===== src/rtl/fp_add_issuer_if.sv =====
// Request / adder / result signal bundle for fp_add_issuer.
// The design uses the slave modport; the surrounding system uses master.
`timescale 1ns/1ps
interface fp_add_issuer_if;
    logic        in_valid;
    logic        in_ready;
    logic [31:0] in_a;
    logic [31:0] in_b;
    logic        in_op;

    logic [31:0] add_a;
    logic [31:0] add_b;
    logic        add_op;
    logic [31:0] add_res;
    logic        add_error;

    logic        out_valid;
    logic        out_ready;
    logic [31:0] out_res;
    logic        out_error;
    logic        out_nan;

    logic        busy;

    modport slave (
        input  in_valid, in_a, in_b, in_op, add_res, add_error, out_ready,
        output in_ready, add_a, add_b, add_op, out_valid, out_res, out_error, out_nan, busy
    );

    modport master (
        output in_valid, in_a, in_b, in_op, add_res, add_error, out_ready,
        input  in_ready, add_a, add_b, add_op, out_valid, out_res, out_error, out_nan, busy
    );
endinterface


===== src/rtl/fp_add_issuer.sv =====
// Queues single-precision add/sub requests in a 2-entry FIFO and issues them one at a
// time to an iterative adder, holding operands stable; NaN operands bypass the adder.
`timescale 1ns/1ps
module fp_add_issuer #(
    parameter int unsigned HOLD_CYCLES = 32
) (
    input logic           clk,
    input logic           rst_n,
    fp_add_issuer_if.slave bus
);

    typedef struct packed {
        logic [31:0] a;
        logic [31:0] b;
        logic        op;
    } req_t;

    typedef enum logic [1:0] {
        IDLE   = 2'd0,
        HOLD   = 2'd1,
        BYPASS = 2'd2,
        OUT    = 2'd3
    } state_t;

    localparam logic [5:0]  LAST_CNT = 6'(HOLD_CYCLES - 1);
    localparam logic [31:0] QNAN     = 32'h7FC0_0000;

    function automatic logic is_nan(input logic [31:0] f);
        return (f[30:23] == 8'hFF) && (f[22:0] != 23'd0);
    endfunction

    state_t     state, state_next;
    req_t       mem [2];
    logic       wr_ptr, rd_ptr;
    logic [1:0] count, count_next;
    logic [5:0] cnt;
    logic       sample_due;
    logic       push, pop, load, cap_hold, cap_nan;
    req_t       head;
    logic       head_nan;

    assign push     = bus.in_valid && bus.in_ready;
    assign head     = mem[rd_ptr];
    assign head_nan = is_nan(head.a) || is_nan(head.b);
    assign bus.busy = (count != 2'd0) || (state != IDLE);

    always_comb begin
        case ({push, pop})
            2'b10:   count_next = count + 2'd1;
            2'b01:   count_next = count - 2'd1;
            default: count_next = count;
        endcase
    end

    // NOTE: FIFO storage has no reset; count alone defines emptiness, so stale data is never read.
    always_ff @(posedge clk) begin
        if (push) mem[wr_ptr] <= '{a: bus.in_a, b: bus.in_b, op: bus.in_op};
    end

    always_ff @(posedge clk or negedge rst_n) begin
        if (!rst_n) begin
            state <= IDLE;
        end else begin
            state <= state_next;
        end
    end

    // NOTE: every output of this block gets a default first so no latch is inferred.
    always_comb begin
        state_next = state;
        pop        = 1'b0;
        load       = 1'b0;
        cap_hold   = 1'b0;
        cap_nan    = 1'b0;
        case (state)
            IDLE: begin
                if (count != 2'd0) begin
                    pop = 1'b1;
                    if (head_nan) begin
                        state_next = BYPASS;
                    end else begin
                        load       = 1'b1;
                        state_next = HOLD;
                    end
                end
            end
            HOLD: begin
                if (sample_due) begin
                    cap_hold   = 1'b1;
                    state_next = OUT;
                end
            end
            BYPASS: begin
                cap_nan    = 1'b1;
                state_next = OUT;
            end
            OUT: begin
                if (bus.out_ready) state_next = IDLE;
            end
            default: state_next = IDLE;
        endcase
    end

    // NOTE: all state below uses non-blocking assignment so every flop sees pre-edge values.
    always_ff @(posedge clk or negedge rst_n) begin
        if (!rst_n) begin
            wr_ptr        <= 1'b0;
            rd_ptr        <= 1'b0;
            count         <= 2'd0;
            bus.in_ready  <= 1'b0;
            cnt           <= 6'd0;
            sample_due    <= 1'b0;
            bus.add_a     <= 32'd0;
            bus.add_b     <= 32'd0;
            bus.add_op    <= 1'b0;
            bus.out_valid <= 1'b0;
            bus.out_res   <= 32'd0;
            bus.out_error <= 1'b0;
            bus.out_nan   <= 1'b0;
        end else begin
            if (push) wr_ptr <= ~wr_ptr;
            if (pop)  rd_ptr <= ~rd_ptr;
            count        <= count_next;
            bus.in_ready <= (count_next != 2'd2);

            if (load) begin
                bus.add_a  <= head.a;
                bus.add_b  <= head.b;
                bus.add_op <= head.op;
                cnt        <= 6'd0;
            end else if (state == HOLD && cnt != LAST_CNT) begin
                cnt <= cnt + 6'd1;
            end

            // Sample one edge after terminal count: add_res then reflects a full hold window.
            sample_due <= (state == HOLD) && (cnt == LAST_CNT) && !sample_due;

            if (cap_hold) begin
                bus.out_res   <= bus.add_res;
                bus.out_error <= bus.add_error;
                bus.out_nan   <= 1'b0;
            end else if (cap_nan) begin
                bus.out_res   <= QNAN;
                bus.out_error <= 1'b0;
                bus.out_nan   <= 1'b1;
            end

            bus.out_valid <= (state_next == OUT);
        end
    end

endmodule


===== src/flat_wrapper.sv =====
// flat-port wrapper written by rule: the top's interface ports become plain ports
module fp_add_issuer_flat 
#(
    parameter int unsigned HOLD_CYCLES = 32
)
  (clk, rst_n, bus_in_valid, bus_in_a, bus_in_b, bus_in_op, bus_add_res, bus_add_error, bus_out_ready, bus_in_ready, bus_add_a, bus_add_b, bus_add_op, bus_out_valid, bus_out_res, bus_out_error, bus_out_nan, bus_busy);
  fp_add_issuer_if bus_i ();
  input logic clk;
  input logic rst_n;
  input wire logic [$bits(bus_i.in_valid)-1:0] bus_in_valid;
  input wire logic [$bits(bus_i.in_a)-1:0] bus_in_a;
  input wire logic [$bits(bus_i.in_b)-1:0] bus_in_b;
  input wire logic [$bits(bus_i.in_op)-1:0] bus_in_op;
  input wire logic [$bits(bus_i.add_res)-1:0] bus_add_res;
  input wire logic [$bits(bus_i.add_error)-1:0] bus_add_error;
  input wire logic [$bits(bus_i.out_ready)-1:0] bus_out_ready;
  output wire logic [$bits(bus_i.in_ready)-1:0] bus_in_ready;
  output wire logic [$bits(bus_i.add_a)-1:0] bus_add_a;
  output wire logic [$bits(bus_i.add_b)-1:0] bus_add_b;
  output wire logic [$bits(bus_i.add_op)-1:0] bus_add_op;
  output wire logic [$bits(bus_i.out_valid)-1:0] bus_out_valid;
  output wire logic [$bits(bus_i.out_res)-1:0] bus_out_res;
  output wire logic [$bits(bus_i.out_error)-1:0] bus_out_error;
  output wire logic [$bits(bus_i.out_nan)-1:0] bus_out_nan;
  output wire logic [$bits(bus_i.busy)-1:0] bus_busy;
  assign bus_i.in_valid = bus_in_valid;
  assign bus_i.in_a = bus_in_a;
  assign bus_i.in_b = bus_in_b;
  assign bus_i.in_op = bus_in_op;
  assign bus_i.add_res = bus_add_res;
  assign bus_i.add_error = bus_add_error;
  assign bus_i.out_ready = bus_out_ready;
  assign bus_in_ready = bus_i.in_ready;
  assign bus_add_a = bus_i.add_a;
  assign bus_add_b = bus_i.add_b;
  assign bus_add_op = bus_i.add_op;
  assign bus_out_valid = bus_i.out_valid;
  assign bus_out_res = bus_i.out_res;
  assign bus_out_error = bus_i.out_error;
  assign bus_out_nan = bus_i.out_nan;
  assign bus_busy = bus_i.busy;
  fp_add_issuer #(.HOLD_CYCLES(HOLD_CYCLES)) u_core (.clk(clk), .rst_n(rst_n), .bus(bus_i));
endmodule

===== config.mk =====
export PLATFORM = sky130hd
export DESIGN_NAME = fp_add_issuer_flat
export DESIGN_NICKNAME = d
export VERILOG_FILES = /design/src/rtl/fp_add_issuer_if.sv /design/src/rtl/fp_add_issuer.sv /design/src/flat_wrapper.sv
export SDC_FILE = /design/constraint.sdc
export NUM_CORES = 1
export LEC_CHECK = 0
export CORE_MARGIN = 3
export CORE_UTILIZATION = 32
export DETAILED_ROUTE_END_ITERATION = 10
export GPL_TIMING_DRIVEN = 1
export SYNTH_ARGS = -nofsm -noshare
export SYNTH_HDL_FRONTEND = slang
export SYNTH_SLANG_ARGS = --single-unit

===== constraint.sdc =====
create_clock -name clk -period 4.76 [get_ports clk]
set_input_delay 0.714 -clock clk [delete_from_list [all_inputs] [get_ports clk]]
set_output_delay 0.714 -clock clk [all_outputs]
set_load 0.02 [all_outputs]

# [Word-level counts from Yosys, hierarchy flattened]
# Memory sizes are Yosys's and may differ from the RTL's.
# Cells that the tools add are included.
[word_totals] regBits=114 mem_bits_rw=130 inputBits=102 out_inout_bits=102 wordCells=71 memories=1
[memory_table] name="u_core.mem" depth=2 word_bits=65 rd=1 rd_clocked_by_memory_dff=0 wr=1 line="fp_add_issuer.sv:33" rtl="req_t mem [2];"
[op_classes] add_sub_neg=3 eq_ne=11 n_mux=24 bitwise_logic=2 reduce_logical=16
[ops] op="$mux W32" n=2
[ops] op="$reduce_bool A23 Y1" n=2
[ops] op="$eq A8 B8 Y1 const B" n=2
[ops] op="$mux W1" n=14
[ops] op="$mux W6" n=2
[ops] op="$eq A2 B2 Y1 const B" n=4
[ops] op="$mux W2" n=4
[ops] op="$pmux W2 S4" n=1
[ops] op="$reduce_bool A2 Y1" n=4
[ops] op="$add A6 B1 Y6 const B" n=1
[ops] op="$eq A6 B5 Y1 const B" n=1
[ops] op="$logic_and A1 B1 Y1" n=6
[ops] op="$ne A6 B5 Y1 const B" n=1
[ops] op="$eq A2 B1 Y1 const B" n=2
[ops] op="$pmux W2 S2" n=1
[ops] op="$add A2 B1 Y2 const B" n=1
[ops] op="$logic_not A2 Y1" n=1
[ops] op="$logic_or A1 B1 Y1" n=2
[ops] op="$ne A2 B2 Y1 const B" n=1
[ops] op="$not A1 Y1" n=2
[ops] op="$sub A2 B1 Y2 const B" n=1
[ops] op="$logic_not A1 Y1" n=1

# [Longest topological paths before layout]
# An unclocked memory read counts as a cell.
[depth] depth_word=8 mapped_depth=8 ltp_nobuf=8

# [Least setup slack after synthesis]
# Ideal clock, no wire load.
[synth_path] path_kind="input to register" startpoint="input port bus_in_valid" endpoint="memory u_core.mem[0][0] (netlist name) (enable)" setup_time_ps=488 arrival_ps=3539 t_required_ps=4272 slack_ps=733 cell_stages=2 n_path_buf=0 path_cell_list="nand2_1 nor2_1"
[synth_between] elab_chain_cells=3
[synth_lines] element="start: declaration" line="flat_wrapper.sv:10" rtl="input wire logic [$bits(bus_i.in_valid)-1:0] bus_in_valid;"
[synth_lines] element="$logic_and A1 B1 Y1" line="fp_add_issuer.sv:42" rtl="assign push = bus.in_valid && bus.in_ready;"
[synth_lines] element="$mux W1" line="fp_add_issuer.sv:57" rtl="if (push) mem[wr_ptr] <= '{a: bus.in_a, b: bus.in_b, op: bus.in_op};"
[synth_lines] element="$mux W1 (implied by the code)" line="fp_add_issuer.sv:57"
[synth_lines] element="end: declaration" line="fp_add_issuer.sv:33"
# No other way between the ends.

# [Final worst setup path]
[layout_path] startpoint="register u_core.rd_ptr" endpoint="register u_core.bus.add_a[3]"
[layout_between] elab_chain_cells=7 elab_cells_between_ends=11 classes_between="2 x eq/ne; 3 x mux; 5 x reduce/logical; 1 x memory"
[layout_lines] element="start: declaration" line="fp_add_issuer.sv:34" rtl="logic wr_ptr, rd_ptr;"
[layout_lines] element="start signal: assignment" line="fp_add_issuer.sv:122" rtl="if (pop) rd_ptr <= ~rd_ptr;"
[layout_lines] element="$mem_v2 Z2 W65 *"
[layout_lines] element="$reduce_bool A23 Y1 / $eq A8 B8 Y1 (equally long branches)" line="fp_add_issuer.sv:29" rtl="return (f[30:23] == 8'hFF) && (f[22:0] != 23'd0);"
[layout_lines] element="$logic_and A1 B1 Y1" line="fp_add_issuer.sv:29"
[layout_lines] element="$logic_or A1 B1 Y1" line="fp_add_issuer.sv:44" rtl="assign head_nan = is_nan(head.a) || is_nan(head.b);"
[layout_lines] element="$mux W1" line="fp_add_issuer.sv:79" rtl="if (head_nan) begin"
[layout_lines] element="$mux W1" line="fp_add_issuer.sv:77" rtl="if (count != 2'd0) begin"
[layout_lines] element="$mux W1" line="fp_add_issuer.sv:75" rtl="case (state)"
[layout_lines] element="end signal: assignment" line="fp_add_issuer.sv:127" rtl="bus.add_a <= head.a;"
[layout_lines] element="end: declaration" line="fp_add_issuer_if.sv:27" rtl="output in_ready, add_a, add_b, add_op, out_valid, out_res, out_error, out_nan, busy"
# Every way passes the cells marked *; elsewhere a longest branch is shown, timed or not.
# A chain may end at the register's enable or synchronous reset.

==> impl_metrics.py <==
metrics = {
    "run_status": {
        "status": "finished, final reports clean",
    },
    "floorplanning": {
        "die_y_um": 178,
        "rows": 62,
        "io_pins": 204,
        "die_x_um": 178,
        "start_util": 0.326,
        "die_area_um2": 31600,
        "design.core.area_um2": 28900,
    },
    "logic_synthesis": {
        "avgSynthCellArea_um2": 15.4,
        "syn_nets": 716,
        "ys_ff_latch": 244,
        "yosys-top-cells-area": "edfxtp_1 41%, dfrtp_1 30%, mux2_2 14%, nand2_1 3.0%, nand3_1 2.1%",
        "ys_top_cells_by_count": "130 x edfxtp_1, 115 x mux2_2, 114 x dfrtp_1",
        "syn_inst": 612,
        "yosysUniqueCellTypes": 42,
        "seq_area_frac_synth": 0.715,
        "synth_top_area_cell": "edfxtp_1",
        "synth_edf_count": 130,
        "yosysMostFrequentCell": "edfxtp_1",
        "synthFlopType": "edfxtp_1",
        "ys_warn_count": 0,
        "synth_top_area_share": 0.413,
        "synthArstFlopShare": 0.467,
        "syn_area_um2": 9450,
    },
    "sta": {
        "rsz0062_at_grt": "false",
        "finalSetupViolCount": 0,
        "report.final.slew_viol_count": 0,
        "period_needed_ns": 3.34,
        "skew_ns": 0.0169,
        "max_freq_ghz": 0.300,
        "final_hold_viol_count": 0,
        "final.period_utilization": 0.701,
        "slew_headroom": 0.194,
        "setup_tns_ns": 0,
        "tightest_slew_ns": 1.21,
        "setup_ws_ns": 1.42,
    },
    "hold_path": {
        "hp-class": "in -> async",
    },
    "power": {
        "ir_drop_uv": 373,
        "finalPower_uw": 8300,
        "p_per_area_nw_per_um2": 648,
        "leakage_uw": 0.00482,
    },
    "setup_path": {
        "critical_path_required_ns": 5.18,
        "cp-startpoint": "u_core.rd_ptr$_DFFE_PN0P_",
        "crit_fanout": 51,
        "crit_path_end_kind": "flop",
        "crit_type": "reg -> reg",
        "crit_arrival_ns": 3.76,
        "r2r-start": "u_core.rd_ptr$_DFFE_PN0P_",
        "start_kind": "flop",
    },
    "grt": {
        "grt_pass1_vias": 6132,
        "grtUsageMet2": 0.240,
        "grt_util_met1": 0.182,
        "grt-busiest-layer": "met2",
        "grt_antenna_before_repair": 0,
        "overflow": 0,
        "track_usage": 0.141,
        "grt_pass1_wl_um": 34700,
        "grt_max_degree": 78,
        "grt_use_met3": 0.0325,
    },
    "routing": {
        "via_count": 5779,
        "wl_per_cell_um": 18.2,
        "routed_wl_um": 22500,
        "first_iter_violations": 320,
        "vias_per_cell": 4.69,
        "antenna_left": 0,
        "first_pass_iters": 4,
        "drc_errors": 0,
    },
    "finish": {
        "syn_to_final_growth_pct": 35.7,
        "stdcell_count": 1233,
        "regArea_um2": 6760,
        "nFillCells": 2626,
        "drive_gt1_frac": 0.204,
        "multiInputGateArea_um2": 2540,
        "finalNetCount": 930,
    },
    "place": {
        "hpwl_um": 15100,
        "dp_slack_ns": 1.35,
        "io_buffers": 203,
        "placedCellCount": 1180,
        "finalWeightedCongestion": 0.720,
    },
    "cts": {
        "htree_levels": 1,
        "clkTransAtPathRegs_ns": 0.06,
        "clockRootBuffer": "clkbuf_16",
        "numCtsBuffers": 28,
        "cts_tree": "yes",
        "hold_buffers": 0,
        "clock-sinks": 244,
        "clock_latency_ns": 0.54,
        "cts_resized": 0,
        "cts_setup_buffers": 0,
        "cts.path.max_buffers": 3,
    },
    "run": {
        "max-cap-violations": 0,
    },
}
==> report_power, final <==
part	internal, µW	leakage, µW	switching [µW]
logic	1440	0.00180	1330
clock network	1280	0.000460	831
registers	2970	0.00256	463
total	5680	0.00482	2620
==> placed cells by master (no fill, tap or decap), types with 8 or more instances in the layout <==
master             n
nand4_1            8
clkbuf_16         29
clkdlybuf4s50_1  202
nor4_1            15
mux2_2           115
nor2_1            17
clkinv_2           8
nand3_1           39
nand2_1           76
dfrtp_1          113
edfxtp_1         130
==> state kept, by name, summed over array words and instances (netlist names), 2 cells and up <==
name	flops
u_core.mem	130
u_core.bus.add_a	32
u_core.bus.add_b	32
u_core.bus.out_res	32
u_core.cnt	6
u_core.count	2
u_core.state	2
==> cell type report <==
| type | count | area share |
|---|---|---|
| flip-flops and latches | 244 | 0.528 |
| multi-input cells | 338 | 0.198 |
| repair buffers | 210 | 0.164 |
| clock buffers | 38 | 0.0624 |
| well taps | 384 | 0.0375 |
| clock inverters | 14 | 0.00937 |
| inverters | 4 | 0.00117 |
| diodes | 1 | 0.000195 |
==> routing by layer <==
layer	vias up	routed length, µm
li1	2697	-
met1	2861	9670
met2	188	10800
met3	33	1510
met4	0	476
met5	-	0
==> through the flow <==
stage               instance area [µm²]  hold WS [ns]   util
floorplan                          9450         0.418      -
global placement                  11900         0.460  0.411
detailed placement                11900         0.468  0.411
CTS                               12800         0.240  0.443
global route                      12800         0.271  0.443
finish                            12800         0.216  0.443
==> final timing paths <==
path                                                          to  slack [ns]  cells after the start
worst max register to register   u_core.bus.add_a[3]$_DFFE_PN0P_        1.42                      6
worst min register to register    u_core.bus.out_nan$_DFFE_PN0P_        0.49                      2
worst max-delay path             u_core.bus.add_a[3]$_DFFE_PN0P_        1.42                      6
min in group clk                  u_core.bus.out_nan$_DFFE_PN0P_        0.49                      2
worst min-delay path            u_core.bus.add_b[23]$_DFFE_PN0P_        0.22                      1
max in group asynchronous       u_core.bus.add_b[22]$_DFFE_PN0P_        3.50                      2
==> critical path, stage by stage, from the launching register on <==
cell	delay, ns
dfrtp_4	0.87
or4b_2	0.65
o22ai_1	0.17
o2111ai_1	0.25
a221oi_4	0.33
buf_4	0.51
mux2_2	0.40
==> cell families (layout without fill, tap and decap cells) <==
| group | count (synthesis) | in the layout | synth area share |
|---|---|---|---|
| xor+xnor | 10 | 10 | 0.00927 |
| compound gates | 26 | 26 | 0.0213 |
| flops | 244 | 244 | 0.715 |
| other cells | 0 | 1 | 0 |
| simple gates | 178 | 178 | 0.0893 |
| fa+ha+maj | 2 | 2 | 0.00265 |
| buf+inv | 30 | 266 | 0.0172 |
| mux | 122 | 122 | 0.145 |
Power figures use the tool's default switching activity.
